[config.mk]
export PLATFORM = sky130hd
export DESIGN_NAME = cb_segmenter_flat
export DESIGN_NICKNAME = d
export VERILOG_FILES = /design/src/rtl/cb_segmenter_if.sv /design/src/rtl/cb_segmenter.sv /design/src/flat_wrapper.sv
export SDC_FILE = /design/constraint.sdc
export NUM_CORES = 1
export LEC_CHECK = 0
export CAP_MARGIN = 5
export CORE_MARGIN = 10
export CORE_UTILIZATION = 60
export DETAILED_ROUTE_END_ITERATION = 10
export PLACE_DENSITY = 0.91
export REMOVE_ABC_BUFFERS = 1
export SYNTH_ARGS = -nofsm -noshare
export SYNTH_HDL_FRONTEND = slang
export SYNTH_SLANG_ARGS = --single-unit
[constraint.sdc]
create_clock -name clk -period 5.4 [get_ports clk]
set_input_delay 1.08 -clock clk [delete_from_list [all_inputs] [get_ports clk]]
set_output_delay 1.08 -clock clk [all_outputs]
set_load 0.03 [all_outputs]
[src/rtl/cb_segmenter_if.sv]
// Stream bundle around the code-block segmenter.
//   desc_*   : descriptor FIFO side (normal-mode FIFO, q valid the cycle after rd)
//   in_*     : bit-serial transport-block payload, valid/ready handshake
//   out_*    : bit-serial code-block stream with per-bit framing flags
//   busy     : transport block in progress
//   desc_err : one-cycle pulse on an illegal descriptor
// Modport master is the environment (FIFO, payload source, downstream sink);
// modport slave is the segmenter itself.
interface cb_segmenter_if;
  logic        desc_empty;
  logic        desc_rd;
  logic [19:0] desc_q;
  logic        in_bit;
  logic        in_valid;
  logic        in_ready;
  logic        out_bit;
  logic        out_valid;
  logic        out_ready;
  logic        out_sob;
  logic        out_eob;
  logic        out_filler;
  logic        out_kplus;
  logic        busy;
  logic        desc_err;

  modport master (
    output desc_empty, desc_q, in_bit, in_valid, out_ready,
    input  desc_rd, in_ready, out_bit, out_valid, out_sob, out_eob,
           out_filler, out_kplus, busy, desc_err
  );

  modport slave (
    input  desc_empty, desc_q, in_bit, in_valid, out_ready,
    output desc_rd, in_ready, out_bit, out_valid, out_sob, out_eob,
           out_filler, out_kplus, busy, desc_err
  );
endinterface

[src/rtl/cb_segmenter.sv]
// Code-block segmenter. Pops one {C_plus, C_minus, filler} descriptor per
// transport block, then streams the code blocks bit-serially: filler bits
// (block 0 only), payload bits passed straight through, and a CRC24B trailer
// per block when the transport block splits into two code blocks.
// Ports:
//   clk  : clock
//   aclr : asynchronous reset, active-high
//   seg  : cb_segmenter_if.slave (descriptor FIFO, payload in, block stream out)
module cb_segmenter #(
  parameter int          K_PLUS   = 6144,
  parameter int          K_MINUS  = 1056,
  parameter int          L_CRC    = 24,
  parameter logic [23:0] CRC_POLY = 24'h800063,
  parameter int          CNT_W    = 13
) (
  input  logic           clk,
  input  logic           aclr,
  cb_segmenter_if.slave  seg
);

  localparam logic [2:0] S_IDLE  = 3'd0;
  localparam logic [2:0] S_FETCH = 3'd1;
  localparam logic [2:0] S_LOAD  = 3'd2;
  localparam logic [2:0] S_FILL  = 3'd3;
  localparam logic [2:0] S_DATA  = 3'd4;
  localparam logic [2:0] S_CRC   = 3'd5;

  localparam logic [CNT_W-1:0] KP       = CNT_W'(K_PLUS);
  localparam logic [CNT_W-1:0] KM       = CNT_W'(K_MINUS);
  localparam logic [CNT_W-1:0] LC       = CNT_W'(L_CRC);
  localparam logic [CNT_W-1:0] ONE      = CNT_W'(1);
  localparam logic [CNT_W-1:0] CRC_LAST = CNT_W'(L_CRC - 1);
  // Block 1 only exists in the two-block plans, and is always K_PLUS with CRC.
  localparam logic [CNT_W-1:0] D1_LAST  = CNT_W'(K_PLUS - L_CRC - 1);

  logic [2:0]       state;
  logic [CNT_W-1:0] cnt;
  logic [CNT_W-1:0] data0_q;
  logic [23:0]      crc;
  logic             blk;
  logic             two_blk;
  logic             kplus0;
  logic             sob_pend;
  logic             err_q;

  // MSB-first CRC24B LFSR step, x^24 implicit.
  function automatic logic [23:0] crc_step(input logic [23:0] c, input logic b);
    logic fb;
    fb = c[23] ^ b;
    return {c[22:0], 1'b0} ^ (fb ? CRC_POLY : 24'h0);
  endfunction

  // Descriptor decode, only meaningful while in LOAD.
  logic [1:0]       cp;
  logic [1:0]       cm;
  logic [15:0]      fill_raw;
  logic [CNT_W-1:0] fill_n;
  logic [CNT_W-1:0] k0;
  logic [CNT_W-1:0] crc_len;
  logic [CNT_W-1:0] data0;
  logic             code_ok;
  logic             dec_two;
  logic             dec_kplus0;
  logic             bad;

  always_comb begin
    cp         = seg.desc_q[19:18];
    cm         = seg.desc_q[17:16];
    fill_raw   = seg.desc_q[15:0];
    code_ok    = 1'b1;
    dec_two    = 1'b0;
    dec_kplus0 = 1'b1;
    case ({cp, cm})
      4'b10_00: dec_two = 1'b1;
      4'b01_01: begin
        dec_two    = 1'b1;
        dec_kplus0 = 1'b0;
      end
      4'b01_00: dec_kplus0 = 1'b1;
      4'b00_01: dec_kplus0 = 1'b0;
      default:  code_ok = 1'b0;
    endcase
    k0      = dec_kplus0 ? KP : KM;
    crc_len = dec_two ? LC : '0;
    fill_n  = fill_raw[CNT_W-1:0];
    // Filler must leave at least one data bit in block 0.
    bad     = !code_ok || (|fill_raw[15:CNT_W]) || (fill_n >= k0 - crc_len);
    data0   = k0 - crc_len - fill_n;
  end

  logic s_fill;
  logic s_data;
  logic s_crc;
  logic xfer;

  always_comb begin
    s_fill = (state == S_FILL);
    s_data = (state == S_DATA);
    s_crc  = (state == S_CRC);
    xfer   = seg.out_ready & (s_fill | s_crc | (s_data & seg.in_valid));

    seg.desc_rd    = (state == S_FETCH);
    seg.in_ready   = s_data & seg.out_ready;
    seg.out_valid  = s_fill | s_crc | (s_data & seg.in_valid);
    seg.out_bit    = s_data ? seg.in_bit : (s_crc ? crc[cnt[4:0]] : 1'b0);
    seg.out_filler = s_fill;
    seg.out_sob    = sob_pend & seg.out_valid;
    seg.out_eob    = (s_data & seg.in_valid & (cnt == '0) & !two_blk) |
                     (s_crc & (cnt == '0));
    seg.out_kplus  = (s_fill | s_data | s_crc) & (blk | kplus0);
    seg.busy       = s_fill | s_data | s_crc | (state == S_LOAD);
    seg.desc_err   = err_q;
  end

  // Control and block state; everything advances only on a transfer so that
  // backpressure freezes the whole datapath.
  always_ff @(posedge clk or posedge aclr) begin
    if (aclr) begin
      state    <= S_IDLE;
      cnt      <= '0;
      data0_q  <= '0;
      crc      <= '0;
      blk      <= 1'b0;
      two_blk  <= 1'b0;
      kplus0   <= 1'b0;
      sob_pend <= 1'b0;
      err_q    <= 1'b0;
    end else begin
      err_q <= 1'b0;
      case (state)
        S_IDLE: begin
          if (!seg.desc_empty) state <= S_FETCH;
        end
        S_FETCH: state <= S_LOAD;
        S_LOAD: begin
          if (bad) begin
            err_q <= 1'b1;
            state <= S_IDLE;
          end else begin
            two_blk  <= dec_two;
            kplus0   <= dec_kplus0;
            blk      <= 1'b0;
            crc      <= '0;
            sob_pend <= 1'b1;
            data0_q  <= data0;
            if (fill_n != '0) begin
              state <= S_FILL;
              cnt   <= fill_n - ONE;
            end else begin
              state <= S_DATA;
              cnt   <= data0 - ONE;
            end
          end
        end
        S_FILL: begin
          if (xfer) begin
            crc      <= crc_step(crc, 1'b0);
            sob_pend <= 1'b0;
            if (cnt == '0) begin
              state <= S_DATA;
              cnt   <= data0_q - ONE;
            end else begin
              cnt <= cnt - ONE;
            end
          end
        end
        S_DATA: begin
          if (xfer) begin
            crc      <= crc_step(crc, seg.in_bit);
            sob_pend <= 1'b0;
            if (cnt == '0) begin
              if (two_blk) begin
                state <= S_CRC;
                cnt   <= CRC_LAST;
              end else begin
                // Single block done: allow the next fetch immediately.
                state <= seg.desc_empty ? S_IDLE : S_FETCH;
              end
            end else begin
              cnt <= cnt - ONE;
            end
          end
        end
        S_CRC: begin
          if (xfer) begin
            sob_pend <= 1'b0;
            if (cnt == '0) begin
              if (!blk) begin
                state    <= S_DATA;
                blk      <= 1'b1;
                cnt      <= D1_LAST;
                crc      <= '0;
                sob_pend <= 1'b1;
              end else begin
                state <= seg.desc_empty ? S_IDLE : S_FETCH;
              end
            end else begin
              cnt <= cnt - ONE;
            end
          end
        end
        default: state <= S_IDLE;
      endcase
    end
  end

endmodule

[src/flat_wrapper.sv]
// flat-port wrapper written by rule: the top's interface ports become plain ports
module cb_segmenter_flat 
#(
  parameter int          K_PLUS   = 6144,
  parameter int          K_MINUS  = 1056,
  parameter int          L_CRC    = 24,
  parameter logic [23:0] CRC_POLY = 24'h800063,
  parameter int          CNT_W    = 13
)
  (clk, aclr, seg_desc_empty, seg_desc_q, seg_in_bit, seg_in_valid, seg_out_ready, seg_desc_rd, seg_in_ready, seg_out_bit, seg_out_valid, seg_out_sob, seg_out_eob, seg_out_filler, seg_out_kplus, seg_busy, seg_desc_err);
  cb_segmenter_if seg_i ();
  input  logic clk;
  input  logic aclr;
  input wire logic [$bits(seg_i.desc_empty)-1:0] seg_desc_empty;
  input wire logic [$bits(seg_i.desc_q)-1:0] seg_desc_q;
  input wire logic [$bits(seg_i.in_bit)-1:0] seg_in_bit;
  input wire logic [$bits(seg_i.in_valid)-1:0] seg_in_valid;
  input wire logic [$bits(seg_i.out_ready)-1:0] seg_out_ready;
  output wire logic [$bits(seg_i.desc_rd)-1:0] seg_desc_rd;
  output wire logic [$bits(seg_i.in_ready)-1:0] seg_in_ready;
  output wire logic [$bits(seg_i.out_bit)-1:0] seg_out_bit;
  output wire logic [$bits(seg_i.out_valid)-1:0] seg_out_valid;
  output wire logic [$bits(seg_i.out_sob)-1:0] seg_out_sob;
  output wire logic [$bits(seg_i.out_eob)-1:0] seg_out_eob;
  output wire logic [$bits(seg_i.out_filler)-1:0] seg_out_filler;
  output wire logic [$bits(seg_i.out_kplus)-1:0] seg_out_kplus;
  output wire logic [$bits(seg_i.busy)-1:0] seg_busy;
  output wire logic [$bits(seg_i.desc_err)-1:0] seg_desc_err;
  assign seg_i.desc_empty = seg_desc_empty;
  assign seg_i.desc_q = seg_desc_q;
  assign seg_i.in_bit = seg_in_bit;
  assign seg_i.in_valid = seg_in_valid;
  assign seg_i.out_ready = seg_out_ready;
  assign seg_desc_rd = seg_i.desc_rd;
  assign seg_in_ready = seg_i.in_ready;
  assign seg_out_bit = seg_i.out_bit;
  assign seg_out_valid = seg_i.out_valid;
  assign seg_out_sob = seg_i.out_sob;
  assign seg_out_eob = seg_i.out_eob;
  assign seg_out_filler = seg_i.out_filler;
  assign seg_out_kplus = seg_i.out_kplus;
  assign seg_busy = seg_i.busy;
  assign seg_desc_err = seg_i.desc_err;
  cb_segmenter #(.K_PLUS(K_PLUS), .K_MINUS(K_MINUS), .L_CRC(L_CRC), .CRC_POLY(CRC_POLY), .CNT_W(CNT_W)) u_core (.clk(clk), .aclr(aclr), .seg(seg_i));
endmodule
==> results.md, run 1 <==
* RSZ-0062 raised after global routing: no
* Metal3 WL at about 800 µm
* Vias in the first global route at 4515
* Setup slack, reg-to-reg at between 2 and 2.5 ns
* WHS Endpoint: u_core.two_blk
* Initial Util at 0.613
* Placer Congestion at slightly above 1
* Crit Path Category: in -> reg
* Metal1 wirelength at 5110 µm
* FF-to-FF Start: u_core.cnt[0]
* I/O pin cnt at 36
* R2R cell count at 9
* CTS Root Cell: clkbuf_8
* Register area at 0.00145 mm²
* Area delta synth->final at 12.2%
* Remaining DRCs at 0
* WL met2 at 6220 µm
* Crit path max fanout at 6
* Peak supply drop at 0.192 mV
* Clock power frac at 0.211
* Crit path capture type: flip-flop
* Via count at roughly 4500
* Antenna viol nets, final at 0
* Post-DP HPWL at 9160 µm
* FF+latch count, synth at 58
* Combinational share of power at 0.467
* Num CTS Buffers at 9
* Post-cts gate resize count at 0
* Async S/R FF share, synth at 1.00
* WHS Path Cells at 2
* Pwr dens at 403 mW/mm²
* Layout Utilization at 0.687
* Reg power frac at 0.323
* Maxcap violations at 0
* Final hold vios at 0
* FILL cells at 612
* Area share of the largest cell type after synthesis at 0.308
* Cell Count Post-Placement at approximately 690
* Max clock buf depth at 2
* Footprint of the multi-input gates at ~0.0030 mm²
* Final period util at 0.851
* FF-to-FF End: u_core.cnt[11]
* Via density at between 6 and 7
* FP Rows at 32
* ANT cells at 0
* Int Pwr at 1.18 mW
* Largest cells by area after synthesis: dfrtp_1 (31%), nand2_1 (7.7%), o21ai_0 (6.3%)
* Worst Hold Launch: u_core.two_blk
* Most frequent cells in the layout: nand2_1 (97), o21ai_0 (59), dfrtp_1 (58), a21oi_1 (43), nor2_1 (39)
* Leakage at between 2 and 2.5 nW
* DR iter-0 viols at 315
* WL final at 12500 µm
* Worst-margin pin slew at 1.25 ns
* Total global routing overflow at 0
* Fmax at 218 MHz
* Critical Path AT at 4.80 ns
* Setup TNS at 0 ns
* Commonest non-fill, non-tap cell in the layout: nand2_1
* Initial antenna violation count at 0
* Switch share at 0.443
* Post-synth EDFFs at 0
* Clock latency on the worst-skew pair at 0.34 ns
* Post-CTS setup buffers at 0
* Post-Synthesis Cells at 587
* Min-delay worst type: reg -> reg
* Synth Warn # at 0
* Core area at 0.00769 mm²
* Height of the die at 109 µm
* Final net count at 645
* Synth area leader: dfrtp_1
* Hold slack at 0.483 ns
* Clock Skews at 0.00820 ns
* Most used DFF post-synth: dfrtp_1
* Status: finished, final reports clean
* DR WL/cell at 17.6 µm
* Full die area at between 0.01 and 0.015 mm²
* Synth Cell Area at 0.00471 mm²
* Largest net degree at the start of global routing at 59
* Slew Limit Fails at 0
* Setup-failing EPs final at 0
* Sink Count at 58
* Fin cells at around 700
* Fin crit period at ~4.6 ns
* Post-synthesis area per instance at 8.02 µm²
* CTS clk-pin slew, worst paths at about 0.06 ns
* Layout cell share with drive strength beyond 1 at 0.0938
* Required @ worst endpoint at 5.60 ns
* Distinct cells, synth at 67
* CTS HTree Levels at 3
* CP Launch Type: input port
* Port bufs at 35
* Max_slew headroom at 0.164
* GRT Util Overall at 0.214
* Initial DRT Pass Iterations at 5
* Hold_buf cts at 0
* First-pass GRT wire length at roughly 21000 µm
* Top sig layer: met4
* Switching pwr at 0.943 mW
* Die Span X at 109 µm
* Seq/Total Area, Yosys at 0.308
* CTS tree: yes
## registers in the layout, indices dropped and copies added (netlist names), 3 cells and up
register / flops
u_core.crc: 24
u_core.cnt: 13
u_core.data0_q: 13
u_core.state: 3
## power by group through the flow
stage | registers, mW | clock network, mW | logic [mW]
after floorplan | 0.652 | 0 | 0.721
after global placement | 0.680 | 0 | 0.936
after detailed placement | 0.688 | 0 | 0.971
after CTS | 0.682 | 0.452 | 0.980
after global routing | 0.702 | 0.471 | 1.10
final | 0.687 | 0.449 | 0.993
## logic make-up (layout without fill, tap and decap cells)
kind of cell	after synthesis	count (layout)	synth area share
AO/OA/AOI/OAI	167	167	0.224
XOR/XNOR	45	45	0.0837
adder cells (fa/ha/maj)	16	16	0.0425
buffers and inverters	62	83	0.0563
flip-flops	58	58	0.308
multiplexers	15	15	0.0521
AND/OR/NAND/NOR	224	224	0.233
## worst max-delay path: stages
cell	delay, ns
clkdlybuf4s50_1	0.49
or3b_2	0.55
ha_1	0.32
inv_1	0.06
ha_1	0.33
nor2b_1	0.19
o221ai_1	0.33
nand2_1	0.17
o31ai_1	0.35
xnor2_1	0.21
a2111oi_4	0.40
xor2_1	0.19
o221ai_1	0.12
## layout make-up
cell class                      instances  share of cell area
Sequential cell                        58               0.275
Clock buffer                           11              0.0268
Clock inverter                          5              0.0147
Tap cell                              102              0.0242
Timing Repair Buffer                   41              0.0748
Inverter                               26              0.0185
Multi-Input combinational cell        467               0.566
## synth_stat cells, types with 6 or more instances
| cell type | instances |
|---|---|
| inv_1 | 26 |
| nor2_1 | 39 |
| xor2_1 | 16 |
| dfrtp_1 | 58 |
| o31ai_1 | 10 |
| ha_1 | 16 |
| and3_1 | 6 |
| a211oi_1 | 6 |
| clkbuf_1 | 20 |
| nand3_1 | 12 |
| or3_1 | 6 |
| or2_2 | 7 |
| buf_2 | 8 |
| mux2_2 | 6 |
| xnor2_1 | 29 |
| nand2_1 | 97 |
| mux4_2 | 7 |
| a21oi_1 | 43 |
| o21ai_0 | 59 |
| nor3_1 | 16 |
## stage by stage
stage | setup WS [ns] | total power, mW | area (µm²)
2_1_floorplan | 1.30 | 1.37 | 4540
3_3_place_gp | 0.696 | 1.62 | 5060
3_5_place_dp | 0.512 | 1.66 | 5060
4_1_cts | 0.882 | 2.11 | 5280
5_1_grt | 0.584 | 2.27 | 5280
6_report | 0.804 | 2.13 | 5280
## per-layer routing
layer,vias to the layer above,GRT usage
li1,2133,-
met1,2120,0.253
met2,213,0.366
met3,40,0.0333
met4,0,0.113
met5,-,0
## worst max-delay path by stage
stage	to	from	slack [ns]
floorplan	u_core.crc[0]	seg_desc_q[19]	1.30
global placement	u_core.cnt[12]	seg_desc_q[16]	0.70
detailed placement	u_core.cnt[12]	seg_desc_q[16]	0.51
CTS	u_core.cnt[12]	seg_desc_q[16]	0.88
global route	u_core.cnt[12]	seg_desc_q[16]	0.58
finish	u_core.cnt[12]	seg_desc_q[16]	0.80
(Power assumes the default switching activity.)
==> run 2: changes to the inputs <==
--- a/config.mk
+++ b/config.mk
@@ -11,6 +11,7 @@
 export DETAILED_ROUTE_END_ITERATION = 10
 export PLACE_DENSITY = 0.91
 export REMOVE_ABC_BUFFERS = 1
+export SKIP_CTS_REPAIR_TIMING = 1
 export SYNTH_ARGS = -nofsm -noshare
 export SYNTH_HDL_FRONTEND = slang
 export SYNTH_SLANG_ARGS = --single-unit
==> results of run 2 <==
Final layout, timing and power as in run 1 (identical DEF).
==> run 3: changes to the inputs <==
--- a/config.mk
+++ b/config.mk
@@ -8,7 +8,9 @@
 export CAP_MARGIN = 5
 export CORE_MARGIN = 10
 export CORE_UTILIZATION = 60
+export CTS_CLUSTER_DIAMETER = 120
 export DETAILED_ROUTE_END_ITERATION = 10
+export GPL_ROUTABILITY_DRIVEN = 0
 export PLACE_DENSITY = 0.91
 export REMOVE_ABC_BUFFERS = 1
 export SKIP_CTS_REPAIR_TIMING = 1
==> results.md, run 3 (synthesis results as in run 1) <==
* Antenna viol nets, final at 0
* WHS Endpoint: u_core.sob_pend
* R2R cell count at 9
* Fin crit period at ~4.5 ns
* Final hold vios at 0
* FF-to-FF Start: u_core.cnt[0]
* CTS tree: yes
* Total global routing overflow at 0
* CTS clk-pin slew, worst paths at ~0.060 ns
* Largest register FFs at 24
* Most flops, register: u_core.crc
* Setup-failing EPs final at 0
* Switching pwr at 0.941 mW
* Via density at approximately 6.3
* Leakage at 2.18 nW
* First-pass GRT wire length at between 20000 and 25000 µm
* Combinational share of power at 0.490
* Max clock buf depth at 2
* DR WL/cell at 16.9 µm
* Clock latency on the worst-skew pair at 0.35 ns
* FP Rows at 32
* Area delta synth->final at 11.4%
* Maxcap violations at 0
* Core area at 0.00769 mm²
* Setup slack, reg-to-reg at 2.15 ns
* RSZ-0062 raised after global routing: no
* Initial Util at 0.613
* WHS Path Cells at 2
* Num CTS Buffers at 9
* Min-delay worst type: reg -> reg
* Remaining DRCs at 0
* Max_slew headroom at 0.484
* Most frequent cells in the layout: nand2_1 (97), o21ai_0 (59), dfrtp_1 (58), a21oi_1 (43), nor2_1 (39)
* Status: finished, final reports clean
* Clock power frac at 0.174
* Commonest non-fill, non-tap cell in the layout: nand2_1
* DR iter-0 viols at 317
* Full die area at 0.0118 mm²
* Slew Limit Fails at 0
* Pwr dens at a little under 400 mW/mm²
* Reg power frac at 0.336
* Hold slack at 0.479 ns
* Cell Count Post-Placement at 694
* Vias in the first global route at between 4000 and 5000
* CTS Root Cell: clkbuf_8
* Crit Path Category: in -> reg
* Post-DP HPWL at between 8000 and 9000 µm
* Final net count at about 650
* Required @ worst endpoint at 5.61 ns
* Clock Skews at 0.00812 ns
* FF-to-FF End: u_core.cnt[11]
* CP Launch Type: input port
* Sink Count at 58
* Crit path max fanout at 25
* CTS HTree Levels at 3
* WL final at 12000 µm
* Int Pwr at 1.10 mW
* Height of the die at 109 µm
* Initial DRT Pass Iterations at 5
* ANT cells at 0
* Layout cell share with drive strength beyond 1 at 0.0952
* Worst-margin pin slew at 0.772 ns
* Top flop regs: u_core.crc (24), u_core.cnt (13), u_core.data0_q (13)
* Critical Path AT at 4.66 ns
* Via count at 4481
* GRT Util Overall at 0.209
* Largest net degree at the start of global routing at 59
* Fin cells at roughly 710
* Peak supply drop at approximately 0.19 mV
* Setup TNS at 0 ns
* Crit path capture type: flip-flop
* Switch share at 0.462
* Worst Hold Launch: u_core.sob_pend
* Die Span X at 109 µm
* Initial antenna violation count at 0
* Port bufs at 35
* Final period util at 0.825
* FILL cells at ~600
* Total chip power at around 2.0 mW
* I/O pin cnt at 36
* Fmax at around 220 MHz
-- run 3: changes by cell type in the layout (fill, tap and decap cells not counted), sizes merged --
| cell | previous run | this run |
|---|---|---|
| clkinv | 2 | 3 |
| buf | 6 | 7 |
| bufinv | 2 | 0 |
| clkinvlp | 1 | 2 |
-- run 3: worst max path at each step --
stage | from | endpoint | slack, ns | cells past startpoint
floorplan | seg_desc_q[19] | u_core.crc[0] | 1.30 | 9
CTS | seg_desc_q[16] | u_core.cnt[12] | 0.95 | 13
global route | seg_desc_q[16] | u_core.cnt[12] | 0.56 | 14
finish | seg_desc_q[16] | u_core.cnt[4] | 0.94 | 13
detailed placement | seg_desc_q[16] | u_core.cnt[12] | 0.58 | 13
global placement | seg_desc_q[16] | u_core.cnt[12] | 0.69 | 13
-- run 3: layer usage --
layer | global-route usage | share of wire | up-vias
met4 | 0.107 | 0.033 | 0
met1 | 0.246 | 0.40 | 2121
met3 | 0.0351 | 0.062 | 36
met2 | 0.359 | 0.50 | 197
li1 | - | - | 2127
met5 | 0 | 0 | -
-- run 3: area by class of cell --
cell class / count / area, µm² / share of cell area
inverters: 26 / 97.6 / 0.0186
flip-flops and latches: 58 / 1450 / 0.277
well taps: 102 / 128 / 0.0243
clock inverters: 5 / 30.0 / 0.00572
multi-input cells: 467 / 2990 / 0.570
clock buffers: 11 / 141 / 0.0269
repair buffers: 42 / 407 / 0.0775
-- run 3: power by group through the flow --
stage / clock, mW / sequential, mW / combinational [mW]
floorplan: 0 / 0.652 / 0.721
global placement: 0 / 0.682 / 0.935
detailed placement: 0 / 0.686 / 0.975
CTS: 0.358 / 0.680 / 0.981
global route: 0.374 / 0.699 / 1.11
finish: 0.354 / 0.685 / 0.998
-- run 3: through the flow --
step,worst slack [ns],utilization,instance area (µm²)
after detailed placement,0.577,0.659,5060
final,0.944,0.683,5250
after CTS,0.947,0.681,5240
after floorplan,1.30,-,4540
after global placement,0.694,0.659,5060
after global routing,0.563,0.683,5250
-- run 3: worst max-delay path, cell delays in order --
cell and delay [ns]:
clkdlybuf4s50_1 0.49, or3b_2 0.54, ha_1 0.31, inv_1 0.04
ha_1 0.34, nor2b_1 0.28, o221ai_1 0.20, a21oi_1 0.23
o2111ai_1 0.15, nand3_2 0.20, nand3_2 0.38, o21ai_0 0.29
o21ai_0 0.13
